File: config.mk
export PLATFORM = sky130hd
export DESIGN_NAME = alu_share_arbiter
export DESIGN_NICKNAME = d
export VERILOG_FILES = /design/src/rtl/alu_arb_pkg.sv /design/src/rtl/rr_arbiter.sv /design/src/rtl/alu_share_arbiter.sv
export SDC_FILE = /design/constraint.sdc
export NUM_CORES = 1
export LEC_CHECK = 0
export BUFFER_PORTS_ARGS = -buffer_cell sky130_fd_sc_hd__buf_2
export CAP_MARGIN = 15
export CORE_AREA = 5 5 244 246
export DETAILED_ROUTE_END_ITERATION = 10
export DIE_AREA = 0 0 249 251
export PLACE_DENSITY_LB_ADDON = 0.05
export SLEW_MARGIN = 15
export SYNTH_ARGS = -nofsm -noshare
export SYNTH_HDL_FRONTEND = slang
export SYNTH_SLANG_ARGS = --single-unit
File: constraint.sdc
create_clock -name clk -period 2.5 [get_ports clk]
set_input_delay 0.125 -clock clk [delete_from_list [all_inputs] [get_ports clk]]
set_output_delay 0.125 -clock clk [all_outputs]
set_load 0.03 [all_outputs]
File: src/rtl/alu_arb_pkg.sv
// Shared constants for the ALU share arbiter: widths, flag bit
// positions and the func3/func7 encodings used by the shared ALU.
package alu_arb_pkg;

    localparam int XLEN  = 64;
    localparam int NFLAG = 4;

    // Flag vector layout is {overflow, eq, lt, gt}
    localparam int FLAG_GT  = 0;
    localparam int FLAG_LT  = 1;
    localparam int FLAG_EQ  = 2;
    localparam int FLAG_OVF = 3;

    localparam logic [2:0] F3_ADDSUB = 3'b000;
    localparam logic [2:0] F3_SLL    = 3'b001;
    localparam logic [2:0] F3_AND    = 3'b111;
    localparam logic [6:0] F7_SUB    = 7'b0100000;

    function automatic logic [NFLAG-1:0] pack_flags(
        input logic ovf,
        input logic eq,
        input logic lt,
        input logic gt
    );
        logic [NFLAG-1:0] f;
        f           = '0;
        f[FLAG_OVF] = ovf;
        f[FLAG_EQ]  = eq;
        f[FLAG_LT]  = lt;
        f[FLAG_GT]  = gt;
        return f;
    endfunction

endpackage

File: src/rtl/rr_arbiter.sv
// Combinational round-robin picker: first eligible index at or above ptr,
// wrapping. Ports: elig/ptr in; one-hot grant, binary idx, any out.
module rr_arbiter #(
    parameter int NREQ = 2,
    parameter int IDW  = 1
) (
    input  logic [NREQ-1:0] elig,
    input  logic [IDW-1:0]  ptr,
    output logic [NREQ-1:0] grant,
    output logic [IDW-1:0]  idx,
    output logic            any
);

    always_comb begin
        grant = '0;
        idx   = '0;
        any   = 1'b0;
        for (int k = 0; k < NREQ; k++) begin
            if (!any && elig[(int'(ptr) + k) % NREQ]) begin
                grant[(int'(ptr) + k) % NREQ] = 1'b1;
                idx = IDW'((int'(ptr) + k) % NREQ);
                any = 1'b1;
            end
        end
    end

endmodule

File: src/rtl/alu_share_arbiter.sv
// Shares one external ALU between NREQ requesters with round-robin issue
// and a registered 1-deep response slot per requester.
// Ports: req_* issue handshake, rsp_* response handshake, alu_* to/from
// the shared ALU, busy when any slot is full or an op issues.
module alu_share_arbiter #(
    parameter int NREQ = 2,
    parameter int XLEN = alu_arb_pkg::XLEN,
    parameter int IDW  = (NREQ > 1) ? $clog2(NREQ) : 1
) (
    input  logic                 clk,
    input  logic                 rst_n,
    input  logic [NREQ-1:0]      req_valid,
    output logic [NREQ-1:0]      req_ready,
    input  logic [NREQ*XLEN-1:0] req_op0,
    input  logic [NREQ*XLEN-1:0] req_op1,
    input  logic [NREQ*3-1:0]    req_func3,
    input  logic [NREQ*7-1:0]    req_func7,
    output logic [NREQ-1:0]      rsp_valid,
    input  logic [NREQ-1:0]      rsp_ready,
    output logic [NREQ*XLEN-1:0] rsp_result,
    output logic [NREQ*4-1:0]    rsp_flags,
    output logic [XLEN-1:0]      alu_op0,
    output logic [XLEN-1:0]      alu_op1,
    output logic [2:0]           alu_func3,
    output logic [6:0]           alu_func7,
    input  logic [XLEN-1:0]      alu_result,
    input  logic                 alu_overflow,
    input  logic                 alu_eq,
    input  logic                 alu_lt,
    input  logic                 alu_gt,
    output logic                 busy
);

    import alu_arb_pkg::*;

    logic [NREQ-1:0]  elig;
    logic [NREQ-1:0]  gnt_raw;
    logic [NREQ-1:0]  gnt;
    logic [IDW-1:0]   gidx;
    logic [IDW-1:0]   rr_ptr;
    logic [IDW-1:0]   ptr_nxt;
    logic             any_raw;
    logic [NFLAG-1:0] alu_flags;

    // A full slot can take a new op only if it is drained this cycle
    assign elig = req_valid & (~rsp_valid | rsp_ready);

    rr_arbiter #(
        .NREQ(NREQ),
        .IDW (IDW)
    ) u_rr (
        .elig (elig),
        .ptr  (rr_ptr),
        .grant(gnt_raw),
        .idx  (gidx),
        .any  (any_raw)
    );

    // Nothing is accepted while reset is asserted
    assign gnt       = rst_n ? gnt_raw : '0;
    assign req_ready = gnt;
    assign busy      = (|rsp_valid) || (|gnt);

    // idx is 0 when nothing is eligible, so the ALU sees requester 0
    assign alu_op0   = req_op0[gidx*XLEN +: XLEN];
    assign alu_op1   = req_op1[gidx*XLEN +: XLEN];
    assign alu_func3 = req_func3[gidx*3 +: 3];
    assign alu_func7 = req_func7[gidx*7 +: 7];
    assign alu_flags = pack_flags(alu_overflow, alu_eq, alu_lt, alu_gt);

    assign ptr_nxt = (int'(gidx) == NREQ - 1) ? '0 : gidx + 1'b1;

    always_ff @(posedge clk) begin
        if (!rst_n) begin
            rr_ptr     <= '0;
            rsp_valid  <= '0;
            rsp_result <= '0;
            rsp_flags  <= '0;
        end else begin
            if (any_raw) begin
                rr_ptr <= ptr_nxt;
            end
            for (int i = 0; i < NREQ; i++) begin
                // A new grant outranks a same-cycle consume
                if (gnt[i]) begin
                    rsp_valid[i]                <= 1'b1;
                    rsp_result[i*XLEN +: XLEN]  <= alu_result;
                    rsp_flags[i*NFLAG +: NFLAG] <= alu_flags;
                end else if (rsp_ready[i]) begin
                    rsp_valid[i] <= 1'b0;
                end
            end
        end
    end

endmodule

# Yosys cells after proc, flatten, opt, wreduce, memory -nomap -nowiden
# Index checks and enable logic that the tools add are counted.
[op_classes] muxes=21 reduce_logical=9 n_addsub=2 n_mul=2 bitwise_logic=5 order_cmp=4 shift=4
[ops] cell="indexed part select 128 x 8 -> 64 bit" count=2
[ops] cell="two-way mux 1 bit" count=16
[ops] cell="indexed part select 14 x 5 -> 7 bit" count=1
[ops] cell="two-way mux 2 bit" count=3
[ops] cell="indexed part select 6 x 4 -> 3 bit" count=1
[ops] cell="multiplier 1 x 3 -> 4 bit, second input constant" count=1
[ops] cell="OR 2 bit" count=2
[ops] cell="nonzero test 2 bit" count=2
[ops] cell="OR reduction 2 bit" count=2
[ops] cell="logical AND 1 bit" count=3
[ops] cell="less-than comparator 2 x 3 -> 1 bit, second input constant" count=1
[ops] cell="multiplier 1 x 2 -> 3 bit, second input constant" count=1
[ops] cell="adder 1 bit, second input constant" count=2
[ops] cell="bitwise AND 2 bit" count=1
[ops] cell="demux 1 bit (select 1 bit)" count=2
[ops] cell=">= comparator 2 x 1 -> 1 bit, second input constant" count=1
[ops] cell="less-than comparator 1 x 2 -> 1 bit, second input constant" count=1
[ops] cell="NOT 2 bit" count=1
[ops] cell="bitwise AND 1 bit, first input constant" count=1
[ops] cell=">= comparator 1 bit, second input constant" count=1
[ops] cell="logical NOT 1 bit" count=1
[ops] cell="logical OR 1 bit" count=1
[totals] out_inout_bits=279 in_bits=350 register_bits=139 elab_cells=54

# Logic depth before layout (Yosys ltp)
[depth] ltp_word=12 ltp_mapped=7 depth_no_buf=4

# Hierarchy
# Synthesis repeated with hierarchy kept, for this count alone.
[unflattened] cells_unflattened=613 hier_area_um2=6984.2
[modules_own_cells] mod="alu_share_arbiter" seq_area_each_um2=2782.7 area_each_um2=6951.7 instances=1 cells_per_inst=608
[modules_own_cells] mod="rr_arbiter" seq_area_each_um2=0.0 area_each_um2=32.5 instances=1 cells_per_inst=5

# Worst setup path before layout
# Ideal clock, no wire load.
[synth_path] path_kind="reg2out" start="register rsp_valid[0]" end="output req_ready[1]" stages_incl_launch_ff=7 setup_slack_ns=0.629 arrival_ns=1.746 n_path_buf=3 path_cell_list="dfxtp_1 > nor2b_2 > o211ai_2 > buf_4 > buf_6 > buf_4 > nor2_1"
[synth_between] elab_chain_cells=10
[synth_lines] item="start, declared" line="alu_share_arbiter.sv:18" source="output logic [NREQ-1:0] rsp_valid,"
[synth_lines] item="start signal, assigned" line="alu_share_arbiter.sv:76" source="rsp_valid <= '0;"
[synth_lines] item="start signal, assigned by index" line="alu_share_arbiter.sv:86" source="rsp_valid[i] <= 1'b1;"
[synth_lines] item="start signal, assigned by index" line="alu_share_arbiter.sv:90" source="rsp_valid[i] <= 1'b0;"
[synth_lines] item="NOT 2 bit *" line="alu_share_arbiter.sv:46" source="assign elig = req_valid & (~rsp_valid | rsp_ready);"
[synth_lines] item="OR 2 bit *" line="alu_share_arbiter.sv:46"
[synth_lines] item="bitwise AND 2 bit *" line="alu_share_arbiter.sv:46"
[synth_lines] item="two-way mux 1 bit (implied by the code) (2 in series)" line="rr_arbiter.sv:19" source="if (!any && elig[(int'(ptr) + k) % NREQ]) begin"
[synth_lines] item="two-way mux 1 bit" line="rr_arbiter.sv:19"
[synth_lines] item="logical NOT 1 bit" line="rr_arbiter.sv:19"
[synth_lines] item="logical AND 1 bit" line="rr_arbiter.sv:19"
[synth_lines] item="two-way mux 2 bit *" line="rr_arbiter.sv:19"
[synth_lines] item="two-way mux 2 bit *" line="alu_share_arbiter.sv:60" source="assign gnt = rst_n ? gnt_raw : '0;"
[synth_lines] item="end, declared" line="alu_share_arbiter.sv:13" source="output logic [NREQ-1:0] req_ready,"
# Mark *: on every way between the ends. The rest lies on a longest branch, timed or not. The select of a mux whose other input is x is not followed.

# Worst setup path after layout
[layout_path] start="register rr_ptr" end="output alu_op1[12]"
[layout_between] elab_chain_cells=7
[layout_lines] item="start, declared" line="alu_share_arbiter.sv:40" source="logic [IDW-1:0] rr_ptr;"
[layout_lines] item="start signal, assigned" line="alu_share_arbiter.sv:81" source="rr_ptr <= ptr_nxt;"
[layout_lines] item="adder 1 bit / two-way mux 1 bit (equally long branches)" line="rr_arbiter.sv:19, rr_arbiter.sv:21"
[layout_lines] item="two-way mux 1 bit (implied by the code) (2 in series)" line="rr_arbiter.sv:19"
[layout_lines] item="two-way mux 1 bit (implied by the code) / logical NOT 1 bit (equally long branches)" line="rr_arbiter.sv:19"
[layout_lines] item="logical AND 1 bit" line="rr_arbiter.sv:19"
[layout_lines] item="two-way mux 1 bit *" line="rr_arbiter.sv:19"
[layout_lines] item="indexed part select 128 x 8 -> 64 bit *" line="alu_share_arbiter.sv:66" source="assign alu_op1 = req_op1[gidx*XLEN +: XLEN];"
[layout_lines] item="end, declared" line="alu_share_arbiter.sv:23" source="output logic [XLEN-1:0] alu_op1,"
# Marked as above.

==> out/results.tsv <==
stage	metric	value	unit
die	row cnt	88	
die	Chip Width	249	µm
synth	most frequent cell after synthesis	dfxtp_1	
worst_setup_path	critical-path cell list	nand2b_1 > o211ai_4 > buf_12 > buf_4 > mux2_2 > buf_2	
pwr	leak pwr	6.34	nW
final_layout	share of cells above drive strength 1	59.1	%
sta	Final Hold Viols	0	
route	Detailed Route Iter0 Violations	272	
clocking	TritonCTS buffer count	17	
pwr	Power per Cell Area	640	nW/µm²
die	Die Area	62500	µm²
grt	total track usage	14.3	%
clocking	clock slew seen by the registers of the worst setup and hold paths	60	ps
pwr	Sequential Power Share	31.4	%
grt	global-route wire length before repair	64.2	mm
hold_path	min-delay worst type	input port to flip-flop	
placement	routability cong.	0.917	
synth	syn_nets	1046	
flow_run	Max Cap Viol	0	
pwr	Tot Pwr	7.85	mW
sta	final setup margin	103	ps
synth	post-synthesis register bit count	139	
sta	Least-Margin Pin Slew	690	ps
sta	Tmin final	2400	ps
synth	leading post-synthesis cells by cell area	dfxtp_1 41%, mux2_2 23%, mux2i_1 10%, o31ai_1 7.5%, nand3_1 5.1%	
grt	initial antenna violation count	25	
die	Die Y	251	µm
synth	Yosys top cell by area	dfxtp_1	
worst_setup_path	CP Buf/Inv Count	3	
final_layout	Non-Filler Instances	2170	
pwr	maximum VDD drop	0.428	mV
worst_setup_path	family with the most delay on the worst path	buffers and inverters	
synth	Cell Area, Synth	6790	µm²
sta	Fin Setup TNS	0	ps
placement	Placement Setup Slack	448	ps
route	vias per cell	3.60	
placement	PortBufs	628	
grt	GR Overflow Total	0	
worst_setup_path	Critical Path RT	2380	ps
worst_setup_path	startpoint types	flip-flop	
pwr	Sw Pwr	2.77	mW
pwr	Combinational Power Share	32.1	%
worst_setup_path	Crit Path Class	flip-flop to primary output	
synth	Seq/Total Area, Yosys	41.0	%
pwr	Int Power	5.08	mW
clocking	CTS Sinks	139	
synth	Yosys warnings	0	
sta	fin. max-slew vios	0	
pwr	clock share of power	36.5	%
sta	FMAX	417	MHz
route	WL/cell	21.9	µm
final_layout	layout net count	1721	
die	io pins	629	
route	vias	7815	
die	Core Area	57100	µm²
run_status	outcome	finished clean	
clocking	TritonCTS clock tree	built	
synth	Mapped Avg Cell Area	9.76	µm²
worst_setup_path	crit path max fanout	19	
sta	RSZ-0062 raised after global routing	true	
route	DR DRC count	0	
worst_setup_path	CP max stage cell	mux2_2	
worst_setup_path	crit path capture type	primary output	
sta	relative slew slack	54.0	%
clocking	H-tree Lvls	4	
placement	placed wire-length estimate	39.5	mm
grt	pin count of the biggest net entering global routing	81	
pwr	Switching Fraction	35.2	%
synth	top_reg_cell synth	dfxtp_1	
sta	Finish-stage setup viols	0	
clocking	Clock Path Buffers	2	
sta	clk_skew	13.3	ps
worst_setup_path	critical path's largest stage delay	370	ps
grt	vias in the first global route	8303	
die	Initial Utilization	11.9	%
synth	EDFF count, synth	0	
clocking	Worst-Skew Late Latency	440	ps
synth	Yosys top cell area share	41.0	%
placement	placed insts	2045	
synth	Post-synth top cells	139 x dfxtp_1, 138 x mux2_2, 70 x nand2_1	
synth	Mapped Cells	696	
clocking	clock root buffer	clkbuf_16	
route	final wirelength	47.5	mm
synth	asr flop ratio synth	0	%
route	DRT Pass-1 Iters	4	
final_layout	Syn-to-layout area delta	80.6	%
synth	Yosys cell types	19	
worst_setup_path	critical path data arrival time	2270	ps
sta	period utilisation layout	95.9	%
route	Antenna Violating Nets Remaining	0	
final_layout	final core utilization	21.5	%
==> logic make-up after synthesis <==
group / synth area share [%]
multiplexers: 32.9
AND/OR/NAND/NOR: 9.67
flip-flops: 41.0
buffers and inverters: 8.46
AO/OA/AOI/OAI: 8.00
==> worst reg2reg max path: stages, from the launching register on <==
cell,delay (ps)
dfxtp_1,320
nand2b_1,190
o211ai_4,280
buf_12,220
buf_4,230
buf_12,320
nand3_1,180
o31ai_1,100
==> routing by layer <==
metal | share of wire [%] | up-vias | track usage, %
met2 | 55 | 349 | 27.3
met4 | 2.9 | 0 | 5.52
met1 | 36 | 3635 | 14.7
li1 | - | 3786 | -
met5 | 0 | - | 0
met3 | 6.9 | 45 | 4.12
==> worst paths after layout <==
path	start	endpoint	cells past startpoint	slack, ps
setup / recovery	rr_ptr	alu_op1[12]	6	100
hold / removal	req_valid[1]	rr_ptr	4	50
setup reg to reg	rr_ptr	rsp_result[92]	7	590
hold reg to reg	rsp_result[62]	rsp_result[62]	2	450
==> state kept, by name (all words and copies together) (netlist names) <==
register,flops
rsp_result,128
rr_ptr,1
rsp_valid,2
rsp_flags,8
==> power by group through the flow <==
stage	registers (mW)	clock network (mW)	logic, mW
finish	2.47	2.86	2.52
global placement	2.52	0	2.46
floorplan	2.85	0	1.13
detailed placement	2.52	0	2.45
CTS	2.47	3.01	2.57
global route	2.49	3.08	2.68
==> stage by stage <==
step                      instance area [µm²]  hold WS (ps)
after floorplan                          6790           278
after global placement                  10800           388
after detailed placement                10800           392
after CTS                               12200          18.7
after global routing                    12200          48.0
final                                   12300          52.9
==> cells in the final DEF (no fill, tap or decap), drive strengths merged <==
master	instances
dfxtp	139
clkinvlp	2
nor2b	1
a21oi	2
inv	73
diode	21
nand2b	3
nand2	70
mux2	138
bufinv	5
buf	645
nor2	4
o211ai	1
bufbuf	1
nand4	1
nand3	69
mux2i	68
clkbuf	20
o31ai	68
clkinv	3
dlygate4sd3	69
o21ai	2
==> area by class of cell <==
| type | count | area (µm²) |
|---|---|---|
| Antenna cell | 21 | 52.6 |
| Clock buffer | 19 | 433 |
| Clock inverter | 13 | 214 |
| Fill cell | 6429 | 44900 |
| Inverter | 70 | 263 |
| Multi-Input combinational cell | 427 | 3440 |
| Sequential cell | 139 | 2780 |
| Tap cell | 765 | 957 |
| Timing Repair Buffer | 716 | 4120 |
==> timing repair <==
action,CTS,global route
hold endpoints to repair,136,0
cloned,1,1
setup buffers,1,0
hold buffers,69,0
gates resized for setup,0,2
pin swaps,1,0
setup endpoints to repair,5,12
No activity file was read; power rests on OpenSTA's default activity.
